File: config.mk
export PLATFORM = sky130hd
export DESIGN_NAME = onehot_strobe_decoder_flat
export DESIGN_NICKNAME = d
export VERILOG_FILES = /design/src/rtl/onehot_strobe_if.sv /design/src/rtl/onehot_strobe_decoder.sv /design/src/flat_wrapper.sv
export SDC_FILE = /design/constraint.sdc
export NUM_CORES = 1
export LEC_CHECK = 0
export CAP_MARGIN = 20
export CORE_AREA = 4 4 41 43
export CTS_BUF_LIST = sky130_fd_sc_hd__clkbuf_4
export CTS_CLUSTER_SIZE = 20
export DETAILED_ROUTE_END_ITERATION = 10
export DIE_AREA = 0 0 45 47
export GPL_ROUTABILITY_DRIVEN = 0
export PLACE_DENSITY_LB_ADDON = 0.15
export SLEW_MARGIN = 5
export SYNTH_ARGS = -nofsm -noshare
export SYNTH_HDL_FRONTEND = slang
export SYNTH_SLANG_ARGS = --single-unit
File: constraint.sdc
create_clock -name clk -period 1.58 [get_ports clk]
set_clock_uncertainty 0.05 [all_clocks]
set_input_delay 0.316 -clock clk [delete_from_list [all_inputs] [get_ports clk]]
set_output_delay 0.316 -clock clk [all_outputs]
set_load 0.01 [all_outputs]
File: src/rtl/onehot_strobe_if.sv
// Code/strobe bundle between an encoder or arbiter stage and the one-hot strobe decoder.
// The master side presents codes; the slave side decodes them and drives the strobes.
interface onehot_strobe_if #(
    parameter int N  = 4,
    parameter int CW = 2
);
    logic [CW-1:0] code_in;
    logic          code_valid;
    logic          code_ready;
    logic [N-1:0]  y;
    logic          y_valid;
    logic          busy;
    logic          err;

    modport master (
        output code_in, code_valid,
        input  code_ready, y, y_valid, busy, err
    );

    modport slave (
        input  code_in, code_valid,
        output code_ready, y, y_valid, busy, err
    );
endinterface

File: src/rtl/onehot_strobe_decoder.sv
// Sequential binary-to-one-hot decoder: accepts a code, holds its one-hot strobe for HOLD
// cycles, then idles GAP cycles before accepting the next code. All outputs are registered.
module onehot_strobe_decoder #(
    parameter int N    = 4,
    parameter int CW   = 2,
    parameter int HOLD = 2,
    parameter int GAP  = 1
) (
    input  logic           clk,
    input  logic           rst,
    onehot_strobe_if.slave bus
);

    localparam int CNT_MAX_HG = (HOLD > GAP) ? HOLD : GAP;
    localparam int CNT_MAX    = (CNT_MAX_HG > 2) ? CNT_MAX_HG : 2;
    localparam int CNT_W      = $clog2(CNT_MAX);
    // Only codes that can exceed N need a range check; a full code space never errors.
    localparam bit RANGE_CHECK = (N < (1 << CW));
    localparam logic [CNT_W-1:0] HOLD_LOAD = CNT_W'(HOLD - 1);
    localparam logic [CNT_W-1:0] GAP_LOAD  = CNT_W'((GAP > 0) ? (GAP - 1) : 0);

    typedef enum logic [1:0] {
        ST_IDLE  = 2'd0,
        ST_DRIVE = 2'd1,
        ST_GAP   = 2'd2
    } state_t;

    function automatic logic [N-1:0] decode(input logic [CW-1:0] code);
        return N'(1) << code;
    endfunction

    function automatic logic is_illegal(input logic [CW-1:0] code);
        if (RANGE_CHECK)
            return ({1'b0, code} >= (CW+1)'(N));
        else
            return 1'b0;
    endfunction

    state_t           state, state_nx;
    logic [CNT_W-1:0] cnt, cnt_nx;
    logic [N-1:0]     y_p0, y_nx;
    logic             vld_p0, vld_nx;
    logic             busy_p0, busy_nx;
    logic             err_p0, err_nx;
    logic             ready_p0, ready_nx;

    always_comb begin
        state_nx = state;
        cnt_nx   = cnt;
        y_nx     = y_p0;
        err_nx   = 1'b0;

        case (state)
            ST_IDLE: begin
                // ready_p0 gates the transfer so the first cycle after reset ignores the bus.
                if (bus.code_valid && ready_p0) begin
                    if (is_illegal(bus.code_in)) begin
                        err_nx = 1'b1;
                    end else begin
                        state_nx = ST_DRIVE;
                        cnt_nx   = HOLD_LOAD;
                        y_nx     = decode(bus.code_in);
                    end
                end
            end
            ST_DRIVE: begin
                if (cnt != '0) begin
                    cnt_nx = cnt - CNT_W'(1);
                end else if (GAP > 0) begin
                    state_nx = ST_GAP;
                    cnt_nx   = GAP_LOAD;
                    y_nx     = '0;
                end else begin
                    state_nx = ST_IDLE;
                    y_nx     = '0;
                end
            end
            ST_GAP: begin
                if (cnt != '0)
                    cnt_nx = cnt - CNT_W'(1);
                else
                    state_nx = ST_IDLE;
            end
            default: begin
                state_nx = ST_IDLE;
                cnt_nx   = '0;
                y_nx     = '0;
            end
        endcase

        ready_nx = (state_nx == ST_IDLE);
        busy_nx  = (state_nx != ST_IDLE);
        vld_nx   = (state_nx == ST_DRIVE);
    end

    // Stage p0: registered state and outputs
    always_ff @(posedge clk or posedge rst) begin
        if (rst) begin
            state    <= ST_IDLE;
            cnt      <= '0;
            y_p0     <= '0;
            vld_p0   <= 1'b0;
            busy_p0  <= 1'b0;
            err_p0   <= 1'b0;
            ready_p0 <= 1'b0;
        end else begin
            state    <= state_nx;
            cnt      <= cnt_nx;
            y_p0     <= y_nx;
            vld_p0   <= vld_nx;
            busy_p0  <= busy_nx;
            err_p0   <= err_nx;
            ready_p0 <= ready_nx;
        end
    end

    assign bus.y          = y_p0;
    assign bus.y_valid    = vld_p0;
    assign bus.busy       = busy_p0;
    assign bus.err        = err_p0;
    assign bus.code_ready = ready_p0;

endmodule

File: src/flat_wrapper.sv
// flat-port wrapper written by rule: the top's interface ports become plain ports
module onehot_strobe_decoder_flat 
#(
    parameter int N    = 4,
    parameter int CW   = 2,
    parameter int HOLD = 2,
    parameter int GAP  = 1
)
  (clk, rst, bus_code_in, bus_code_valid, bus_code_ready, bus_y, bus_y_valid, bus_busy, bus_err);
  onehot_strobe_if #(.N(N), .CW(CW)) bus_i ();
  input  logic clk;
  input  logic rst;
  input wire logic [$bits(bus_i.code_in)-1:0] bus_code_in;
  input wire logic [$bits(bus_i.code_valid)-1:0] bus_code_valid;
  output wire logic [$bits(bus_i.code_ready)-1:0] bus_code_ready;
  output wire logic [$bits(bus_i.y)-1:0] bus_y;
  output wire logic [$bits(bus_i.y_valid)-1:0] bus_y_valid;
  output wire logic [$bits(bus_i.busy)-1:0] bus_busy;
  output wire logic [$bits(bus_i.err)-1:0] bus_err;
  assign bus_i.code_in = bus_code_in;
  assign bus_i.code_valid = bus_code_valid;
  assign bus_code_ready = bus_i.code_ready;
  assign bus_y = bus_i.y;
  assign bus_y_valid = bus_i.y_valid;
  assign bus_busy = bus_i.busy;
  assign bus_err = bus_i.err;
  onehot_strobe_decoder #(.N(N), .CW(CW), .HOLD(HOLD), .GAP(GAP)) u_core (.clk(clk), .rst(rst), .bus(bus_i));
endmodule
==> run metrics <==
IO Port Bufs=11; critical path, cell by cell=clkdlybuf4s50_1; Netlist Area Pre-Place=464 µm²; crit-path max cell delay=approximately 0.54 ns; Achievable Freq=660 MHz; Post-CTS Setup Bufs=0; post-DR wirelength/cell=12.1 µm; reg2reg path depth=3; critical path endpoint category=output pin; DRT antenna net count=0; area leader, netlist=dfrtp_1; layout cells sized above 1=0.275; largest net degree at the start of global routing=11; Synth Instances=37; Worst-Skew Late Latency=0.27 ns; WP buf/inv=1; die width=45 µm; WL final=796 µm; clock sink count=10; Layout fillers=124; first-pass GRT wire length=between 1 and 1.5 mm; vias in the first global route=280; worst vdd ir=slightly above 800 µV; Rows=13; Core Area=0.00130 mm²; top cell family by delay on the critical path=buffers and inverters; # IOs=13; Initial Util=0.357; FF+latch count, synth=10; r2r setup slk=between 0.15 and 0.2 ns; Final min period=between 1.5 and 2 ns; top-count cell post-synth=dfrtp_1; RSZ-0062 raised after global routing=false; power per cell area=slightly below 2000 mW/mm²; Synth top cells by count=dfrtp_1, mux2_2, a21oi_1; CTS tree=done; crit path capture=bus_y[1]; post-synth top area share=0.539; setup violators final=0; Worst Path Required=1.21 ns; DP Area=between 500 and 600 µm²; overflow left after global routing=0; # nets final=57; HPWL Detailed=639 µm; hold crit path type=input pin to async pin; Syn Nets=42; synth top area cells=dfrtp_1, mux2_2, o22ai_4, nor4b_1, a21oi_1; most common flop cell mapped by yosys=dfrtp_1; Yosys cell types=19; ANT cells=0; CP Class=flop to output pin; Avg Inst Size Synth=between 10 and 15 µm²; Hold WS=0.266 ns; outcome=complete, no violations; vias=311; Max Cap Viol=0; post-DR vias/cell=4.71; Max H-tree Level=1; EDFF count, synth=0; CTS clk-pin slew, worst paths=0.06 ns; die height=47 µm; GRT Overall Usage=0.0905; ys async rst share=1.00; clk root buf=clkbuf_4; Slew Limit Fails=0; initial antenna violation count=0; Worst Setup SP=u_core.bus.y[1]; Layout area overhead=31.5%; First DRT Iteration DRCs=6; WP data arrival=1.15 ns; Seq/Total Area, Yosys=0.539; Syn. warnings=0; CP Depth=1; DIE AREA=~0.0021 mm²; leak pwr=0.274 nW; DR pass1 iterations=2; final instance area=611 µm²; r2r startpoint=u_core.state[1]; CTS Buffer Depth=2; crit path max fanout=2; DRC=0; r2r endpoint=u_core.bus.y[1]; Final period util=0.958; final hold vios=0; CTS buffer count=3; Crit-path slowest cell=clkdlybuf4s50_1; Critical Path Source Type=flop
-- stage by stage --
step / power (mW) / util / std cells / TNS (ns) / setup slack (ns)
floorplan: 0.797 / - / 37 / 0 / 0.233
global placement: 1.00 / 0.447 / 62 / -0.457 / -0.118
detailed placement: 1.02 / 0.447 / 62 / -0.571 / -0.147
CTS: 1.20 / 0.467 / 66 / 0 / 0.00479
global route: 1.26 / 0.469 / 66 / 0 / 0.0135
finish: 1.18 / 0.469 / 66 / 0 / 0.0660
-- layout make-up --
cell class / instances / area (µm²) / share of cell area
well taps: 15 / 18.8 / 0.0307
repair buffers: 13 / 128 / 0.209
clock inverters: 1 / 3.75 / 0.00615
inverters: 2 / 7.51 / 0.0123
multi-input cells: 22 / 180 / 0.295
clock buffers: 3 / 22.5 / 0.0369
flip-flops and latches: 10 / 250 / 0.410
-- cell usage in the layout, fill, tap and decap left out --
cell type | Yosys | final
a21oi_1 | 3 | 3
and3b_2 | 1 | 1
and4bb_2 | 1 | 1
buf_4 | 2 | 2
clkbuf_4 | 0 | 3
clkdlybuf4s50_1 | 0 | 10
clkinv_1 | 0 | 1
conb_1 | 1 | 1
dfrtp_1 | 10 | 10
dlymetal6s2s_1 | 0 | 1
inv_1 | 2 | 2
mux2_2 | 4 | 4
nand2_1 | 2 | 2
nand2b_4 | 1 | 1
nand3b_1 | 1 | 1
nor2_1 | 1 | 1
nor3_1 | 1 | 1
nor4_1 | 1 | 1
nor4b_1 | 2 | 2
o22ai_1 | 1 | 1
o22ai_4 | 1 | 1
or2_2 | 1 | 1
-- report_power, final --
| part | switching [mW] | total (mW) | internal [mW] | leakage [nW] |
|---|---|---|---|---|
| sequential | 0.0990 | 0.472 | 0.373 | 0.128 |
| combinational | 0.204 | 0.526 | 0.323 | 0.131 |
| clock | 0.0886 | 0.180 | 0.0914 | 0.0154 |
| total | 0.391 | 1.18 | 0.787 | 0.274 |
-- how the worst min path moves through the flow --
stage,depth (start not counted),start,endpoint,slack (ns)
2_1_floorplan,1,rst,u_core.bus.busy,0.11
3_3_place_gp,1,u_core.bus.y[2],u_core.bus.y[2],0.44
3_5_place_dp,1,u_core.bus.y[3],u_core.bus.y[3],0.44
4_1_cts,2,rst,u_core.state[1],0.27
5_1_grt,2,rst,u_core.state[1],0.29
6_report,2,rst,u_core.bus.y[0],0.27
-- layer usage --
metal	GRT usage	wire, µm	vias up
met1	0.104	348	147
met5	0	0	-
met3	0.0345	52	2
met4	0.0877	22	0
li1	-	-	154
met2	0.127	372	8
-- worst reg2reg max path: cells and delay by family (launching register included) --
family | cells | cell delay (ns)
muxes | 1 | 0.36
DFF | 1 | 0.43
and+or+nand+nor | 1 | 0.25
AOI/OAI and AO/OA | 1 | 0.21
-- cell families (layout without fill, tap and decap cells) --
| logic type | after synthesis | in the layout | synth area share |
|---|---|---|---|
| other | 1 | 1 | 0.00808 |
| and+or+nand+nor | 12 | 12 | 0.194 |
| DFF | 10 | 10 | 0.539 |
| buffers and inverters | 5 | 19 | 0.0728 |
| AOI/OAI and AO/OA | 5 | 5 | 0.0889 |
| muxes | 4 | 4 | 0.0970 |
-- registers in the layout, summed over array words and instances, names as in the netlist --
register and flops:
u_core.bus.busy 1, u_core.cnt 1, u_core.bus.y 4, u_core.bus.code_ready 1, u_core.bus.y_valid 1, u_core.state 2
-- what timing repair did --
action                     in CTS  in global routing
gates resized for setup         0                  1
setup endpoints to repair       0                  1
hold buffers                    0                  0
Power figures use the tool's default switching activity.
